$ cat src/rtl/svm_resp_fifo_wr_intf_pkg.sv
// Shared constants and state type for the SVM response FIFO write interface.
// Result words are written back into the response data FIFO one slice at a time.
package svm_resp_fifo_wr_intf_pkg;

  localparam int unsigned ROM_FIFO_DATA_WIDTH     = 8;
  localparam int unsigned IEEE_32BIT              = 32;
  localparam int unsigned NUM_OF_FIFO_WR_PER_WORD = IEEE_32BIT / ROM_FIFO_DATA_WIDTH;
  localparam int unsigned WORD_CNT_WIDTH          = 16;
  localparam int unsigned SLICE_CNT_WIDTH         = $clog2(NUM_OF_FIFO_WR_PER_WORD);

  localparam logic [SLICE_CNT_WIDTH-1:0] LAST_SLICE =
      SLICE_CNT_WIDTH'(NUM_OF_FIFO_WR_PER_WORD - 1);

  typedef enum logic [1:0] {
    IDLE        = 2'd0,
    PUSH_SLICES = 2'd1,
    WR_DONE     = 2'd2
  } t_svm_resp_fifo_wr_st;

endpackage

$ cat src/rtl/svm_resp_fifo_wr_intf.sv
// Takes 32-bit result words from svm_core and pushes them MSB slice first into the
// response data FIFO, stalling on fifo_full and pulsing resp_wr_cmpltd per word.
module svm_resp_fifo_wr_intf
  import svm_resp_fifo_wr_intf_pkg::*;
(
  input  logic                           clk,
  input  logic                           reset_n,
  input  logic                           resp_vld,
  input  logic [IEEE_32BIT-1:0]          resp_data,
  output logic                           resp_ready,
  output logic                           resp_wr_cmpltd,
  output logic                           resp_fifo_data_push,
  output logic [ROM_FIFO_DATA_WIDTH-1:0] resp_fifo_data_in,
  input  logic                           resp_fifo_full,
  input  logic                           resp_fifo_empty,
  output logic [WORD_CNT_WIDTH-1:0]      words_sent,
  output logic                           resp_drained,
  output logic                           protocol_err
);

  t_svm_resp_fifo_wr_st        state_q, state_d;
  logic [IEEE_32BIT-1:0]       word_q, word_d;
  logic [SLICE_CNT_WIDTH-1:0]  cnt_q, cnt_d;
  logic [WORD_CNT_WIDTH-1:0]   words_sent_q, words_sent_d;
  logic                        perr_q, perr_d;
  logic [IEEE_32BIT-1:0]       word_shifted;

  always_ff @(posedge clk) begin
    if (!reset_n) begin
      state_q      <= IDLE;
      word_q       <= '0;
      cnt_q        <= '0;
      words_sent_q <= '0;
      perr_q       <= 1'b0;
    end else begin
      state_q      <= state_d;
      word_q       <= word_d;
      cnt_q        <= cnt_d;
      words_sent_q <= words_sent_d;
      perr_q       <= perr_d;
    end
  end

  assign resp_ready = (state_q == IDLE);

  // Slice select is purely a function of held state, so data stays put across stalls.
  assign word_shifted      = word_q << (32'(cnt_q) * ROM_FIFO_DATA_WIDTH);
  assign resp_fifo_data_in = word_shifted[IEEE_32BIT-1 -: ROM_FIFO_DATA_WIDTH];

  always_comb begin
    state_d             = state_q;
    word_d              = word_q;
    cnt_d               = cnt_q;
    words_sent_d        = words_sent_q;
    perr_d              = perr_q | (resp_vld & ~resp_ready);
    resp_fifo_data_push = 1'b0;
    resp_wr_cmpltd      = 1'b0;

    unique case (state_q)
      IDLE: begin
        if (resp_vld) begin
          word_d  = resp_data;
          cnt_d   = '0;
          state_d = PUSH_SLICES;
        end
      end
      PUSH_SLICES: begin
        resp_fifo_data_push = ~resp_fifo_full;
        if (!resp_fifo_full) begin
          cnt_d = cnt_q + 1'b1;
          if (cnt_q == LAST_SLICE) begin
            state_d = WR_DONE;
          end
        end
      end
      WR_DONE: begin
        resp_wr_cmpltd = 1'b1;
        words_sent_d   = words_sent_q + 1'b1;
        state_d        = IDLE;
      end
      default: state_d = IDLE;
    endcase
  end

  assign words_sent   = words_sent_q;
  assign protocol_err = perr_q;
  assign resp_drained = resp_ready & resp_fifo_empty;

endmodule
$ cat config.mk
export PLATFORM = sky130hd
export DESIGN_NAME = svm_resp_fifo_wr_intf
export DESIGN_NICKNAME = d
export VERILOG_FILES = /design/src/rtl/svm_resp_fifo_wr_intf_pkg.sv /design/src/rtl/svm_resp_fifo_wr_intf.sv
export SDC_FILE = /design/constraint.sdc
export NUM_CORES = 1
export LEC_CHECK = 0
export CAP_MARGIN = 20
export CORE_ASPECT_RATIO = 1.25
export CORE_MARGIN = 2
export CORE_UTILIZATION = 25
export DETAILED_ROUTE_END_ITERATION = 8
export MAX_ROUTING_LAYER = met4
export SYNTH_ARGS = -nofsm -noshare
export SYNTH_HDL_FRONTEND = slang
export SYNTH_SLANG_ARGS = --single-unit
$ cat constraint.sdc
create_clock -name clk -period 2 [get_ports clk]
set_clock_uncertainty 0.15 [all_clocks]
set_input_delay 0.5 -clock clk [delete_from_list [all_inputs] [get_ports clk]]
set_output_delay 0.5 -clock clk [all_outputs]
set_load 0.02 [all_outputs]
# Word-level counts from Yosys, hierarchy flattened
# Cells that the tools add are included.
# totals
regBits	53
in_bits	37
out_inout_bits	29
wordCells	33
# op_classes
n_addsub	2
n_eq_ne	6
n_shift	1
mux	9
bitwise_logic	5
reduce_logical	5
# ops
cell	n
left shift 32 x 5 -> 32 bit	1
adder 16 x 1 -> 16 bit (second input constant)	1
two-way mux 2 bit	5
one-hot mux 2 bit (2 select lines)	2
inequality test 2 bit (second input constant)	3
AND reduction 3 bit	2
== test 2 bit (second input constant)	2
adder 2 x 1 -> 2 bit (second input constant)	1
AND 1 bit	2
== test 2 x 1 -> 1 bit (second input constant)	1
zero test 2 bit	1
two-way mux 1 bit	2
NOT 1 bit	2
AND reduction 2 bit	1
nonzero test 2 bit	1
bitwise OR 1 bit	1

# Depth between registers and ports, before layout
# Gate-level depths: netlist (run 1).
# depth
ltp_word	4
mapped_depth	6
depth_no_buf	5

# Worst setup path after synthesis (run 1)
# Ideal clock, no wire load.
# synth_timing
path_type	in2out
start	input port resp_fifo_full
end	output port resp_fifo_data_push
arrival_time_ns	1.170
required_ns	1.350
slack_ns	0.180
stages	1
path_buffers	0
cell_sequence	nor3b_1
# synth_between
elab_chain_cells	2
# synth_rtl
item	line	source
start, declared	svm_resp_fifo_wr_intf.sv:14	input logic resp_fifo_full,
NOT 1 bit	svm_resp_fifo_wr_intf.sv:68	resp_fifo_data_push = ~resp_fifo_full;
two-way mux 1 bit	svm_resp_fifo_wr_intf.sv:59	unique case (state_q)
end, declared	svm_resp_fifo_wr_intf.sv:12	output logic resp_fifo_data_push,
# Every way passes these cells.

# Worst setup path in the final report (run 1)
# layout_timing
start	register cnt_q[0]
end	output port resp_fifo_data_in[1]
# layout_between
elab_chain_cells	1
# layout_rtl
item	line	source
start, declared	svm_resp_fifo_wr_intf.sv:23	logic [SLICE_CNT_WIDTH-1:0] cnt_q, cnt_d;
start signal, assigned	svm_resp_fifo_wr_intf.sv:38	cnt_q <= cnt_d;
left shift 32 x 5 -> 32 bit	svm_resp_fifo_wr_intf.sv:47	assign word_shifted = word_q << (32'(cnt_q) * ROM_FIFO_DATA_WIDTH);
end, declared	svm_resp_fifo_wr_intf.sv:13	output logic [ROM_FIFO_DATA_WIDTH-1:0] resp_fifo_data_in,
# Every way passes these cells.

==> results.yml, run 1 <==
route:
  wirelength_um: 5360
  wire_per_inst_um: 11.8
  drc: 0
  drt_iter0_markers: 39
  ant_nets: 0
  via_per_inst: 4.39
  vias: 1993
  first_pass_iters: 4
global_routing:
  grt_usage: 0.118
  overflow: 0
  grt_pass1_vias: 2010
  antenna_found_initial: 0
  grt_max_degree: 33
  grt_pass1_wl_um: 9030
floorplan:
  die_area_mm2: 0.00986
  num_rows: 38
  die_h_um: 111
  core_area_mm2: 0.00875
  die_w_um: 89.2
  io_pins: 66
  start_util: 0.259
placed_design:
  dpl_cell_area_mm2: 0.00316
  dp_cells: 443
  dp_hpwl_um: 4050
  io_buffer_count: 65
  place.gp.congestion: 0.771
job:
  maxCapViolations: 0
sta:
  finalSetupViolCount: 6
  rsz0062_at_grt: "true"
  hold_violations: 0
  fmax_mhz: 472
  maxSlewHeadroom: 0.757
  fin_crit_sh: 1.06
  min_period_ns: 2.12
  tns_ns: -0.597
  tightest_slew_ns: 0.360
  slew_violations: 0
  worst_slack_ns: -0.117
pwr:
  vdd_ir_drop_max_v: 0.000282
  power_leakage_nw: 1.40
  pwr-share-comb: 0.137
  power_frac_clock: 0.341
  p_switching_w: 0.000502
  pwr-share-seq: 0.522
  internal_power_w: 0.00163
  switching_share: 0.235
  power_density_mw_per_mm2: 643
  finalPower_w: 0.00214
synthesis:
  synthDistinctLibCells: 37
  synth.net_count: 294
  yosysWarnings: 0
  syn_area_mm2: 0.00227
  seq_area_frac_synth: 0.468
  syn_inst: 255
  ys_ff_latch: 53
  syn-mean-instance-area_um2: 8.90
hold_path:
  hold_class: "reg -> reg"
clock_network:
  cts_root_buf: "clkbuf_8"
  ctsLongestPathBuffers: 2
  cts_tree: "done"
  numCtsBuffers: 5
  numClockSinks: 53
  cts_max_level: 2
  clk_pin_slew_worst_paths_ns: 0.10
  insertion_delay_ns: 0.30
  hold_buffers: 0
critical_path:
  crit_path_max_fanout: 3
  critical_path_class: "reg -> out"
  critPathLaunchType: "flip-flop"
  cp-end-kind: "output port"
  crit_arrival_ns: 1.47
  critPathRequiredTime_ns: 1.35
finish:
  syn2layout_area_growth_pct: 46.4
  n_antenna_cell: 0
  final_cell_area_mm2: 0.00332
  post-route-util: 0.380
  drive_gt1_frac: 0.171
  final_cells: 454
  nNetsFinal: 372
run_status:
  violations: "negative setup slack"
  status: "finished, violations left"
[cell usage in the layout (no fill, tap or decap), types with 2 or more instances in the layout]
cell type / count
a21oi_1: 35
and4b_1: 2
buf_12: 2
buf_4: 18
buf_6: 11
clkbuf_8: 5
clkdlybuf4s50_1: 41
dfxtp_1: 51
dlygate4sd2_1: 10
dlymetal6s2s_1: 4
ha_1: 2
inv_1: 2
mux2i_1: 4
mux4_2: 8
nand2_1: 71
nand2b_1: 3
nand3_1: 6
nand4_1: 4
nor2_1: 16
nor2b_1: 2
nor3_1: 2
o21ai_0: 3
or3_1: 2
xnor2_1: 5
xor2_1: 5
[cells in the mapped netlist, drive strengths merged]
cell type | count | area, µm²
nor2 | 16 | 60.1
o31ai | 1 | 7.51
nor3b | 2 | 20.0
nand3b | 1 | 20.0
and3 | 1 | 6.26
a22oi | 1 | 7.51
and4b | 2 | 20.0
inv | 2 | 7.51
ha | 2 | 25.0
xnor2 | 5 | 43.8
nand2b | 3 | 18.8
nand3 | 7 | 40.0
clkbuf | 9 | 33.8
mux4 | 8 | 180
nor2b | 2 | 12.5
nand4 | 4 | 25.0
o21ai | 3 | 15.0
a21oi | 35 | 175
o211ai | 1 | 7.51
or3 | 2 | 12.5
nor4b | 1 | 8.76
and4 | 1 | 11.3
and2 | 2 | 13.8
nand2 | 71 | 267
dfxtp | 53 | 1060
nor4 | 1 | 21.3
nor3 | 2 | 10.0
xor2 | 5 | 43.8
a2111oi | 1 | 8.76
mux2i | 4 | 40.0
buf | 7 | 45.0
[metrics by stage]
stage          hold WS, ns  setup WS [ns]
2_1_floorplan        0.283          0.180
3_3_place_gp         0.291         -0.449
3_5_place_dp         0.297         -0.532
4_1_cts              0.310         -0.128
5_1_grt              0.332         -0.175
6_report             0.309         -0.117
[power by group through the flow]
stage,Sequential (W),Combinational (W),Clock (W)
after floorplan,0.00113,0.000139,0
after global placement,0.00114,0.000289,0
after detailed placement,0.00114,0.000293,0
after CTS,0.00112,0.000299,0.000760
after global routing,0.00112,0.000324,0.000800
final,0.00112,0.000293,0.000728
[final timing paths]
path / startpoint / end / cells after the start / slack (ns)
setup / recovery: cnt_q[0] / resp_fifo_data_in[1] / 3 / -0.12
hold reg to reg: word_q[23] / word_q[23] / 2 / 0.31
hold / removal: word_q[23] / word_q[23] / 2 / 0.31
setup reg to reg: words_sent[0] / words_sent[14] / 5 / 0.34
[flip-flops by register name, summed over array words and instances (netlist names)]
name          count
protocol_err      1
words_sent       16
cnt_q             2
state_q           2
word_q           32
[kinds of logic (layout without fill, tap and decap cells)]
logic type / Yosys count / count (layout) / synth area share
xor gates and xnor gates: 10 / 10 / 0.0386
AOI/OAI and AO/OA: 42 / 42 / 0.0976
adders and majority gates: 2 / 2 / 0.0110
buffers and inverters: 18 / 97 / 0.0381
and+or+nand+nor: 118 / 118 / 0.250
muxes: 12 / 12 / 0.0971
DFF: 53 / 53 / 0.468
[repair_timing]
item	in CTS	in global routing
pin swaps	0	1
gates resized for setup	73	6
buffers inserted	2	1
setup endpoints to repair	20	14
gates cloned	0	0
[area by class of cell]
class                           instances  area (µm²)
Timing Repair Buffer                   87         852
Sequential cell                        53        1070
Clock buffer                            5        68.8
Multi-Input combinational cell        184        1130
Fill cell                             924        5430
Clock inverter                          3        43.8
Tap cell                              120         150
Inverter                                2        7.51
[critical path, cell delays in order (launching register included)]
cell	delay (ns)
dfxtp_2	0.37
buf_6	0.12
mux4_2	0.52
buf_6	0.15
[routing by layer]
metal / up-vias / track usage / wire length [µm] / part of all wire
li1: 1018 / - / - / -
met5: - / - / 0 / 0
met4: 0 / 0.0269 / 57 / 0.011
met3: 6 / 0.0269 / 252 / 0.047
met2: 50 / 0.197 / 2570 / 0.48
met1: 919 / 0.144 / 2480 / 0.46
Note: power is estimated with default switching activity, not from simulation.
==> run 2, diff against run 1 <==
- DONT_BUFFER_PORTS: default -> 1
==> run 2 against run 1 <==
Effect of this change:
- the run now ends clean
- wire length down 2.9%
- critical endpoint is now resp_fifo_data_in[3]
- critical path depth down 2
- highest routed layer unchanged
- largest cell class unchanged
- cell count down 15%
==> results.yml, run 2 (synthesis results as in run 1) <==
critical_path:
  critPathRequiredTime_ns: 1.35
  crit_end: "resp_fifo_data_in[3]"
  rr_worst_depth: 5
  slowest_stage: "mux4_2"
  reg2reg_to: "words_sent[14]"
  r2r_setup_slack_ns: 0.33
  cp_top_family: "multiplexers"
  crit_cells: 1
  crit_path_cell_trace: "mux4_2"
  r2r_start: "words_sent[0]"
  crit_arrival_ns: 1.33
  critPathLaunchType: "flip-flop"
  slowest_delay_ns: 0.61
  cp-end-kind: "output port"
  critical_path_class: "reg -> out"
  crit_path_max_fanout: 6
  path_buf_inv: 0
  crit_path_start: "cnt_q[0]"
run_status:
  status: "finished, final reports clean"
job:
  maxCapViolations: 0
sta:
  hold_violations: 0
  slew_violations: 0
  fmax_mhz: 505
  tightest_slew_ns: 0.365
  worst_slack_ns: 0.0212
  maxSlewHeadroom: 0.756
  fin_crit_sh: 0.989
  rsz0062_at_grt: "true"
  finalSetupViolCount: 0
  min_period_ns: 1.98
global_routing:
  grt_usage: 0.110
  grt_max_degree: 34
  busiest_layer: "met2"
  overflow: 0
  grt_pass1_wl_um: 8360
  grt_pass1_vias: 1730
  grt_use_met3: 0.0321
  antenna_found_initial: 0
  gr-usage-met1: 0.134
  grtUsageMet2: 0.178
pwr:
  power_density_mw_per_mm2: 723
  pwr-share-comb: 0.091
  switching_share: 0.254
  internal_power_w: 0.00141
  pwr-share-seq: 0.591
  power_frac_clock: 0.318
  power_leakage_nw: 0.990
  vdd_ir_drop_max_v: 0.000285
  p_switching_w: 0.000482
finish:
  n_antenna_cell: 0
  nNetsFinal: 305
  final_cell_area_mm2: 0.00262
  drive_gt1_frac: 0.172
  n_fill_cell: 978
  largest_reg_flops: 32
  post-route-util: 0.300
  final_cells: 387
  top_register: "word_q"
  layout_common_cells: "71 x nand2_1, 49 x dfxtp_1, 35 x a21oi_1, 18 x buf_4, 16 x nor2_1"
  syn2layout_area_growth_pct: 15.6
  final_common_cell: "nand2_1"
route:
  drc: 0
  drt_iter0_markers: 46
  wirelength_um: 5210
  ant_nets: 0
  via_per_inst: 4.59
  wire_per_inst_um: 13.5
  vias: 1777
  first_pass_iters: 4
placed_design:
  place_ws_ns: 0.133
  place.gp.congestion: 0.831
  dp_hpwl_um: 3830
  dpl_cell_area_mm2: 0.00252
  dp_cells: 379
  io_buffer_count: 0
hold_path:
  hold_class: "in -> reg"
clock_network:
  cts_tree: "done"
  insertion_delay_ns: 0.30
  numClockSinks: 53
  numCtsBuffers: 5
  clk_pin_slew_worst_paths_ns: 0.10
  cts_max_level: 2
  cts_root_buf: "clkbuf_8"
  hold_buffers: 0
  ctsLongestPathBuffers: 2
  post-cts-setup-buffer-count: 0
floorplan:
  core_area_mm2: 0.00875
  num_rows: 38
  start_util: 0.259
  die_area_mm2: 0.00986
  io_pins: 66
  die_h_um: 111
  die_w_um: 89.2
run 2: metal layers:
metal  vias up  share of wire  routed length (µm)
met5         -              0                   0
met4         0         0.0084                  44
met3         4          0.072                 373
met2        56           0.48                2500
met1       831           0.44                2290
li1        886              -                   -
run 2: repair_timing:
item | CTS | global route
gates resized for setup | 4 | 3
cloned | 0 | 0
endpoints found under the setup margin | 9 | 9
run 2: worst min-delay path by stage:
| stage | endpoint | cells after the start | from | slack [ns] |
|---|---|---|---|---|
| after floorplan | word_q[10] | 2 | word_q[10] | 0.28 |
| after CTS | word_q[4] | 2 | resp_data[4] | 0.15 |
| final | word_q[2] | 2 | resp_data[2] | 0.17 |
| after global placement | word_q[2] | 2 | word_q[2] | 0.29 |
| after global routing | word_q[26] | 2 | resp_data[26] | 0.15 |
| after detailed placement | word_q[2] | 2 | word_q[2] | 0.30 |
run 2: per-stage QoR:
stage                     setup TNS (ns)  hold slack [ns]  total power, W
final                                  0            0.168         0.00190
after global placement                 0            0.290         0.00132
after detailed placement               0            0.298         0.00132
after CTS                        -0.0160            0.153         0.00193
after floorplan                        0            0.283         0.00127
after global routing              -0.120            0.146         0.00200
run 2: area by class of cell:
class	count	area, µm²	area share
multi-input cells	184	1130	0.432
flip-flops and latches	53	1070	0.408
repair buffers	20	175	0.0668
well taps	120	150	0.0573
clock buffers	6	72.6	0.0277
clock inverters	2	13.8	0.00525
inverters	2	7.51	0.00286
run 2: power by group through the flow:
stage	clock [W]	sequential, W	combinational, W
after floorplan	0	0.00113	0.000139
after global placement	0	0.00115	0.000172
after detailed placement	0	0.00115	0.000175
after CTS	0.000634	0.00112	0.000176
after global routing	0.000675	0.00113	0.000194
final	0.000602	0.00112	0.000173
